### src/rtl/vram_scan_arbiter.sv
// Single-port VRAM arbiter: line-burst prefetch into the line buffer has strict
// priority; host single-word accesses are slotted in between bursts.
module vram_scan_arbiter #(
    parameter int ADDR_W     = 16,
    parameter int DATA_W     = 12,
    parameter int LINE_WORDS = 320,
    parameter int LB_AW      = 9
) (
    input  logic              clk,
    input  logic              rst_n,
    input  logic [ADDR_W-1:0] fb_base,
    input  logic              frame_start,
    input  logic              line_start,
    input  logic              host_req,
    input  logic              host_we,
    input  logic [ADDR_W-1:0] host_addr,
    input  logic [DATA_W-1:0] host_wdata,
    output logic              host_ack,
    output logic [DATA_W-1:0] host_rdata,
    output logic [ADDR_W-1:0] mem_addr,
    output logic              mem_we,
    output logic [DATA_W-1:0] mem_wdata,
    input  logic [DATA_W-1:0] mem_rdata,
    output logic              lb_we,
    output logic [LB_AW-1:0]  lb_addr,
    output logic [DATA_W-1:0] lb_data,
    output logic              line_done,
    output logic              busy,
    output logic              overrun
);

    typedef enum logic [2:0] {IDLE, SCAN, SCAN_DRAIN, H_ISSUE, H_WAIT} state_t;

    localparam logic [LB_AW-1:0]  LAST_WORD = LB_AW'(LINE_WORDS - 1);
    localparam logic [ADDR_W-1:0] LINE_STEP = ADDR_W'(LINE_WORDS);

    state_t            state, state_nxt;
    logic [ADDR_W-1:0] line_base;
    logic              scan_pending;
    logic [LB_AW-1:0]  word_cnt;
    logic [LB_AW-1:0]  idx_d1;
    // [0]: word issued last cycle (rdata valid now); [1]: line-buffer write this cycle
    logic [1:0]        vld_pipe;
    logic              drain_done;

    assign lb_we      = vld_pipe[1];
    assign busy       = (state != IDLE);
    assign drain_done = (state == SCAN_DRAIN) && vld_pipe[1] && !vld_pipe[0];

    always_ff @(posedge clk) begin
        if (!rst_n) state <= IDLE;
        else        state <= state_nxt;
    end

    always_comb begin
        state_nxt = state;
        mem_addr  = '0;
        mem_we    = 1'b0;
        mem_wdata = '0;
        case (state)
            IDLE: begin
                // host_req is ignored in the ack cycle so one request yields one access
                if (scan_pending || line_start)  state_nxt = SCAN;
                else if (host_req && !host_ack)  state_nxt = H_ISSUE;
            end
            SCAN: begin
                mem_addr = line_base + ADDR_W'(word_cnt);
                if (word_cnt == LAST_WORD) state_nxt = SCAN_DRAIN;
            end
            SCAN_DRAIN: begin
                if (drain_done) state_nxt = IDLE;
            end
            H_ISSUE: begin
                mem_addr  = host_addr;
                mem_we    = host_we;
                mem_wdata = host_wdata;
                state_nxt = H_WAIT;
            end
            H_WAIT:  state_nxt = IDLE;
            default: state_nxt = IDLE;
        endcase
    end

    always_ff @(posedge clk) begin
        if (!rst_n) begin
            line_base    <= '0;
            scan_pending <= 1'b0;
            word_cnt     <= '0;
            idx_d1       <= '0;
            vld_pipe     <= '0;
            lb_addr      <= '0;
            lb_data      <= '0;
            line_done    <= 1'b0;
            host_ack     <= 1'b0;
            host_rdata   <= '0;
            overrun      <= 1'b0;
        end else begin
            vld_pipe  <= {vld_pipe[0], state == SCAN};
            idx_d1    <= word_cnt;
            line_done <= drain_done;
            host_ack  <= (state == H_WAIT);

            if (vld_pipe[0]) begin
                lb_addr <= idx_d1;
                lb_data <= mem_rdata;
            end

            if (state == H_WAIT) host_rdata <= mem_rdata;

            if (state == SCAN) word_cnt <= word_cnt + 1'b1;
            else               word_cnt <= '0;

            // a second line_start mid-burst is dropped and flagged, not queued
            if (state_nxt == SCAN && state != SCAN)  scan_pending <= 1'b0;
            else if (line_start && state != SCAN)    scan_pending <= 1'b1;

            if (line_start && state == SCAN) overrun <= 1'b1;

            if (frame_start)     line_base <= fb_base;
            else if (drain_done) line_base <= line_base + LINE_STEP;
        end
    end

endmodule

### config.mk
export PLATFORM = sky130hd
export DESIGN_NAME = vram_scan_arbiter
export DESIGN_NICKNAME = d
export VERILOG_FILES = /design/src/rtl/vram_scan_arbiter.sv
export SDC_FILE = /design/constraint.sdc
export NUM_CORES = 1
export LEC_CHECK = 0
export CORE_MARGIN = 2
export CORE_UTILIZATION = 40
export CTS_BUF_LIST = sky130_fd_sc_hd__clkbuf_4 sky130_fd_sc_hd__clkbuf_8
export DETAILED_ROUTE_END_ITERATION = 8
export PLACE_DENSITY = 0.73
export SYNTH_ARGS = -nofsm -noshare
export SYNTH_HDL_FRONTEND = slang
export SYNTH_SLANG_ARGS = --single-unit
### constraint.sdc
create_clock -name clk -period 6.9 [get_ports clk]
set_input_delay 2.07 -clock clk [delete_from_list [all_inputs] [get_ports clk]]
set_output_delay 2.07 -clock clk [all_outputs]
set_load 0.02 [all_outputs]
==> results.py, run 1 <==
metrics = {
    "clock_tree": {
        "cts_root_buf": "clkbuf_8",
        "ctsLongestPathBuffers": 2,
        "post_cts_buffers": 0,
        "clock_latency_ns": 0.34,
        "htree_levels": 3,
        "cts_buffers": 9,
        "clk_transition_reported_paths_ns": 0.08,
        "cts_hold_buf": 0,
        "cts_num_sinks": 76,
        "cts_resized": 0,
        "cts_tree": "yes",
    },
    "floorplanning": {
        "fp-row-count": 34,
        "die_h_um": 98.40,
        "core-area_um2": 8678,
        "die_w_um": 98.40,
        "dieArea_um2": 9683,
        "ios": 129,
        "initial_core_util": 0.4108,
    },
    "worst_hold_path": {
        "hold_class": "reg -> reg",
    },
    "routing": {
        "ant_nets": 0,
        "drtIter0Drc": 102,
        "routed_wl_um": 8975,
        "first_pass_iters": 4,
        "wl_per_cell_um": 13.81,
        "via_per_inst": 5.015,
        "vias": 3260,
        "drc": 0,
    },
    "global_routing": {
        "overflow": 0,
        "antenna_found_initial": 0,
        "grt_pass1_vias": 3152,
        "grt_pass1_wl_um": 14720,
        "track_usage": 0.1856,
        "grt_max_degree": 54,
    },
    "yosys": {
        "synth_edf_count": 0,
        "ys_types": 48,
        "synth_top_area_cell": "dfxtp_1",
        "synth_warnings": 0,
        "synth_area_um2": 3565,
        "ys_ff_latch": 76,
        "postSynthCellCount": 418,
        "synth.area.top_cells": "dfxtp_1 43%, mux2i_1 8.4%, nor2_1 6.2%",
        "synthArstFlopShare": 0,
        "syn_nets": 492,
        "ys_seq_area_frac": 0.4268,
        "synthFlopType": "dfxtp_1",
        "synth_top_area_share": 0.4268,
        "avgSynthCellArea_um2": 8.528,
    },
    "timing": {
        "rsz0062_at_grt": "no",
        "worst_pin_slew_ns": 0.9152,
        "period_minus_slack_ns": 5.407,
        "slew_headroom": 0.3890,
        "slew_viol_final": 0,
        "hold_viol": 0,
        "setup_viol": 0,
        "tns_ns": 0,
        "fmax_mhz": 184.9,
        "fin_crit_sh": 0.7837,
        "fin_skew_ns": 0.009683,
    },
    "finish": {
        "final_cell_mix": "128 x clkdlybuf4s50_1, 76 x dfxtp_1, 59 x nor2_1, 53 x nand2_1, 34 x a21oi_1",
        "fin_nets": 611,
        "final_common_cell": "clkdlybuf4s50_1",
        "area_growth_pct": 42.72,
        "final_area_um2": 5087,
        "drive_above_1_share": 0.05351,
        "diodes": 0,
    },
    "place": {
        "routabilityCongestion": 0.8884,
        "post_dp_cell_area_um2": 4907,
        "port_buffers": 128,
        "dp_hpwl_um": 6617,
    },
    "run_status": {
        "status": "finished, final reports clean",
    },
    "worst_setup_path": {
        "arrival_ns": 3.34,
        "critPathKind": "in -> out",
        "required_ns": 4.83,
        "path_max_fanout": 1,
        "end_kind": "primary output",
        "start_kind": "input port",
    },
    "power_and_ir_drop": {
        "ir_drop_uv": 119.6,
        "p_leak_nw": 1.927,
        "p_per_area_nw_per_um2": 185.7,
    },
    "job": {
        "drv_cap": 0,
    },
}
-- final cells by class --
class	instances	area, um^2
Clock buffer	9	123.9
Clock inverter	7	56.30
Fill cell	807	3591
Inverter	9	33.78
Multi-Input combinational cell	312	1928
Sequential cell	76	1521
Tap cell	108	135.1
Timing Repair Buffer	129	1289
-- sequential cells by signal (all words and copies together) (netlist names) --
signal,flops
line_base,16
host_rdata,12
lb_data,12
idx_d1,9
lb_addr,9
word_cnt,9
state,3
vld_pipe,2
host_ack,1
line_done,1
overrun,1
scan_pending,1
-- report_power, final --
part | leakage, nW | switching [W] | internal (W)
clock network | 0.0789 | 0.000174 | 0.000134
logic | 1.23 | 0.0000815 | 0.0000869
registers | 0.618 | 0.0000141 | 0.000454
total | 1.93 | 0.000269 | 0.000675
-- metrics by stage --
stage | util | setup slack [ns] | std cells | hold slack, ns | total power, W
2_1_floorplan | - | 2.494 | 418 | 0.4403 | 0.0005646
3_3_place_gp | 0.5655 | 1.532 | 634 | 0.4405 | 0.0006447
3_5_place_dp | 0.5655 | 1.492 | 634 | 0.4494 | 0.0006478
4_1_cts | 0.5862 | 1.486 | 650 | 0.4601 | 0.0009562
5_1_grt | 0.5862 | 1.434 | 650 | 0.4823 | 0.0009950
6_report | 0.5862 | 1.493 | 650 | 0.4580 | 0.0009445
-- final timing paths --
kind / start / end / slack (ns) / depth (start not counted)
worst max-delay path: host_addr[5] / mem_addr[5] / 1.49 / 4
worst min-delay path: host_rdata[9] / host_rdata[9] / 0.46 / 2
worst max register to register: state[1] / line_base[9] / 5.20 / 4
worst min register to register: host_rdata[9] / host_rdata[9] / 0.46 / 2
-- synth_stat cells (7+ instances only) --
cell type,number
a21oi_1,34
nor2_1,59
inv_1,8
o21ai_0,11
clkbuf_1,18
mux2i_1,30
dfxtp_1,76
ha_1,11
xnor2_1,7
o21ai_1,12
and2_1,24
nand2_1,53
xor2_1,19
-- layer usage --
metal,up-vias,share of wire,global-route usage
met2,114,0.45,0.2967
met3,12,0.091,0.06800
met1,1487,0.44,0.2301
met5,-,0,0
li1,1647,-,-
met4,0,0.017,0.06744
-- worst max-delay path, cell delays in order --
cell,delay (ns)
clkdlybuf4s50_1,0.46
nand2_1,0.05
o31ai_1,0.10
clkdlybuf4s50_1,0.66
-- cell families (layout without fill, tap and decap cells) --
logic type,after synthesis,in the layout,synth area share
DFF,76,76,0.4268
adders and majority gates,12,12,0.04423
AOI/OAI and AO/OA,76,76,0.1239
buffers and inverters,30,154,0.03229
and+or+nand+nor,168,168,0.2246
xor gates and xnor gates,26,26,0.06388
muxes,30,30,0.08424
Note: power is estimated with default switching activity, not from simulation.
==> run 2: changes to the inputs <==
clock period = 5.2 ns   (was 6.9 ns; I/O delays follow)
==> results.py, run 2 (same netlist as run 1, synthesis figures left out) <==
metrics = {
    "run_status": {
        "status": "finished, final reports clean",
    },
    "global_routing": {
        "overflow": 0,
        "antenna_found_initial": 0,
        "grt_max_degree": 54,
        "track_usage": 0.1868,
        "grt_pass1_wl_um": 14840,
        "grt_pass1_vias": 3183,
    },
    "finish": {
        "final_cell_mix": "128 x clkdlybuf4s50_1, 76 x dfxtp_1, 59 x nor2_1, 53 x nand2_1, 34 x a21oi_1",
        "area_growth_pct": 43.45,
        "drive_above_1_share": 0.05351,
        "reg_top3": "line_base: 16 flops, host_rdata: 12 flops, lb_data: 12 flops",
        "regMostFlops": "line_base",
        "post-route-util": 0.5892,
        "seqCellArea_um2": 1521,
        "fillers": 783,
        "multi_input_area_um2": 1928,
        "fin_nets": 611,
        "largest_reg_flops": 16,
        "final_common_cell": "clkdlybuf4s50_1",
        "diodes": 0,
        "final_area_um2": 5114,
    },
    "place": {
        "port_buffers": 128,
        "post_dp_cell_area_um2": 4907,
        "routabilityCongestion": 0.8889,
        "dp_hpwl_um": 6584,
    },
    "worst_hold_path": {
        "whs_endpoint": "host_rdata[3]",
        "hold_class": "reg -> reg",
        "whs_path_depth": 2,
        "hp-start": "host_rdata[3]",
    },
    "clock_tree": {
        "cts_root_buf": "clkbuf_8",
        "cts_buffers": 9,
        "clock_latency_ns": 0.36,
        "cts_num_sinks": 76,
        "post_cts_buffers": 0,
        "clk_transition_reported_paths_ns": 0.08,
        "htree_levels": 3,
        "cts_resized": 0,
        "ctsLongestPathBuffers": 2,
        "cts_hold_buf": 0,
        "cts_tree": "yes",
    },
    "worst_setup_path": {
        "arrival_ns": 3.06,
        "rr_endpoint": "scan_pending",
        "timing.rr.start": "word_cnt[1]",
        "worst_path_largest_cell_delay_ns": 0.62,
        "required_ns": 3.64,
        "cp_num_buf_inv": 2,
        "end_kind": "primary output",
        "rrSetupSlack_ns": 3.47,
        "crit_family": "buffers and inverters",
        "path_max_fanout": 6,
        "critPathKind": "reg -> out",
        "start_kind": "register",
        "ff2ff_path_depth": 6,
        "critical_path.slowest_cell": "clkdlybuf4s50_1",
        "cp_cell_sequence": "ha_1 -> inv_1 -> fa_1 -> nor2b_1 -> o21ai_1 -> a21oi_1 -> o21bai_1 -> xor2_1 -> o21ai_1 -> clkdlybuf4s50_1",
        "critPathMostFrequentCell": "o21ai_1",
    },
    "timing": {
        "rsz0062_at_grt": "no",
        "worst_pin_slew_ns": 0.9133,
        "hold_slack_ns": 0.4578,
        "hold_viol": 0,
        "slew_headroom": 0.3903,
        "fmax_mhz": 216.6,
        "period_minus_slack_ns": 4.618,
        "fin_skew_ns": 0.005913,
        "tns_ns": 0,
        "setup_viol": 0,
        "fin_crit_sh": 0.8881,
        "slew_viol_final": 0,
    },
    "floorplanning": {
        "die_w_um": 98.40,
        "initial_core_util": 0.4108,
        "die_h_um": 98.40,
        "fp-row-count": 34,
        "core-area_um2": 8678,
        "dieArea_um2": 9683,
        "ios": 129,
    },
    "routing": {
        "drc": 0,
        "first_pass_iters": 4,
        "ant_nets": 0,
        "routed_wl_um": 9007,
        "via_per_inst": 4.975,
        "vias": 3234,
        "wl_per_cell_um": 13.86,
        "drtIter0Drc": 70,
    },
    "power_and_ir_drop": {
        "p_per_area_nw_per_um2": 257.2,
        "ir_drop_uv": 179.4,
        "p_leak_nw": 1.947,
    },
    "job": {
        "drv_cap": 0,
    },
}
## run 2: changes by cell type in the layout (fill, tap and decap cells not counted)
cell        previous run  this run
clkinvlp_4             4         2
bufinv_16              0         1
clkinv_4               0         1
inv_6                  3         2
inv_8                  0         1
## run 2: where the power goes
group | internal [W] | leakage, nW | switching (W) | total (W)
clock | 0.000229 | 0.0984 | 0.000241 | 0.000470
sequential | 0.000603 | 0.618 | 0.0000188 | 0.000621
combinational | 0.000115 | 1.23 | 0.000108 | 0.000224
total | 0.000947 | 1.95 | 0.000368 | 0.00132
## run 2: worst max-delay path by stage
stage | startpoint | end | slack [ns] | depth (start not counted)
2_1_floorplan | word_cnt[0] | mem_addr[12] | 1.69 | 9
5_1_grt | word_cnt[0] | mem_addr[12] | 0.43 | 10
4_1_cts | word_cnt[0] | mem_addr[14] | 0.58 | 10
3_5_place_dp | host_addr[5] | mem_addr[5] | 0.83 | 4
3_3_place_gp | host_addr[11] | mem_addr[11] | 0.85 | 4
6_report | word_cnt[0] | mem_addr[14] | 0.58 | 10
## run 2: layout make-up
cell class | instances | share of cell area
sequential | 76 | 0.2975
inverter | 9 | 0.006606
clock inverter | 7 | 0.01615
multi-input combinational | 312 | 0.3770
timing repair buffer | 129 | 0.2520
clock buffer | 9 | 0.02422
tap | 108 | 0.02643
## run 2: per-stage QoR
stage / setup WS, ns / instances / total power (W)
2_1_floorplan: 1.693 / 418 / 0.0007492
3_5_place_dp: 0.8256 / 634 / 0.0008596
5_1_grt: 0.4343 / 650 / 0.001375
6_report: 0.5821 / 650 / 0.001315
4_1_cts: 0.5782 / 650 / 0.001330
3_3_place_gp: 0.8516 / 634 / 0.0008555
## run 2: tightest hold or removal path: stages (launching register included)
cell and delay, ns:
dfxtp_1 0.31, nand2_1 0.05, a21oi_1 0.05
## run 2: layer usage
metal / wire length [um] / global-route usage / up-vias
met3: 892 / 0.06800 / 18
li1: - / - / 1642
met2: 4033 / 0.3066 / 117
met5: 0 / 0 / -
met1: 3897 / 0.2262 / 1457
met4: 183 / 0.06533 / 0
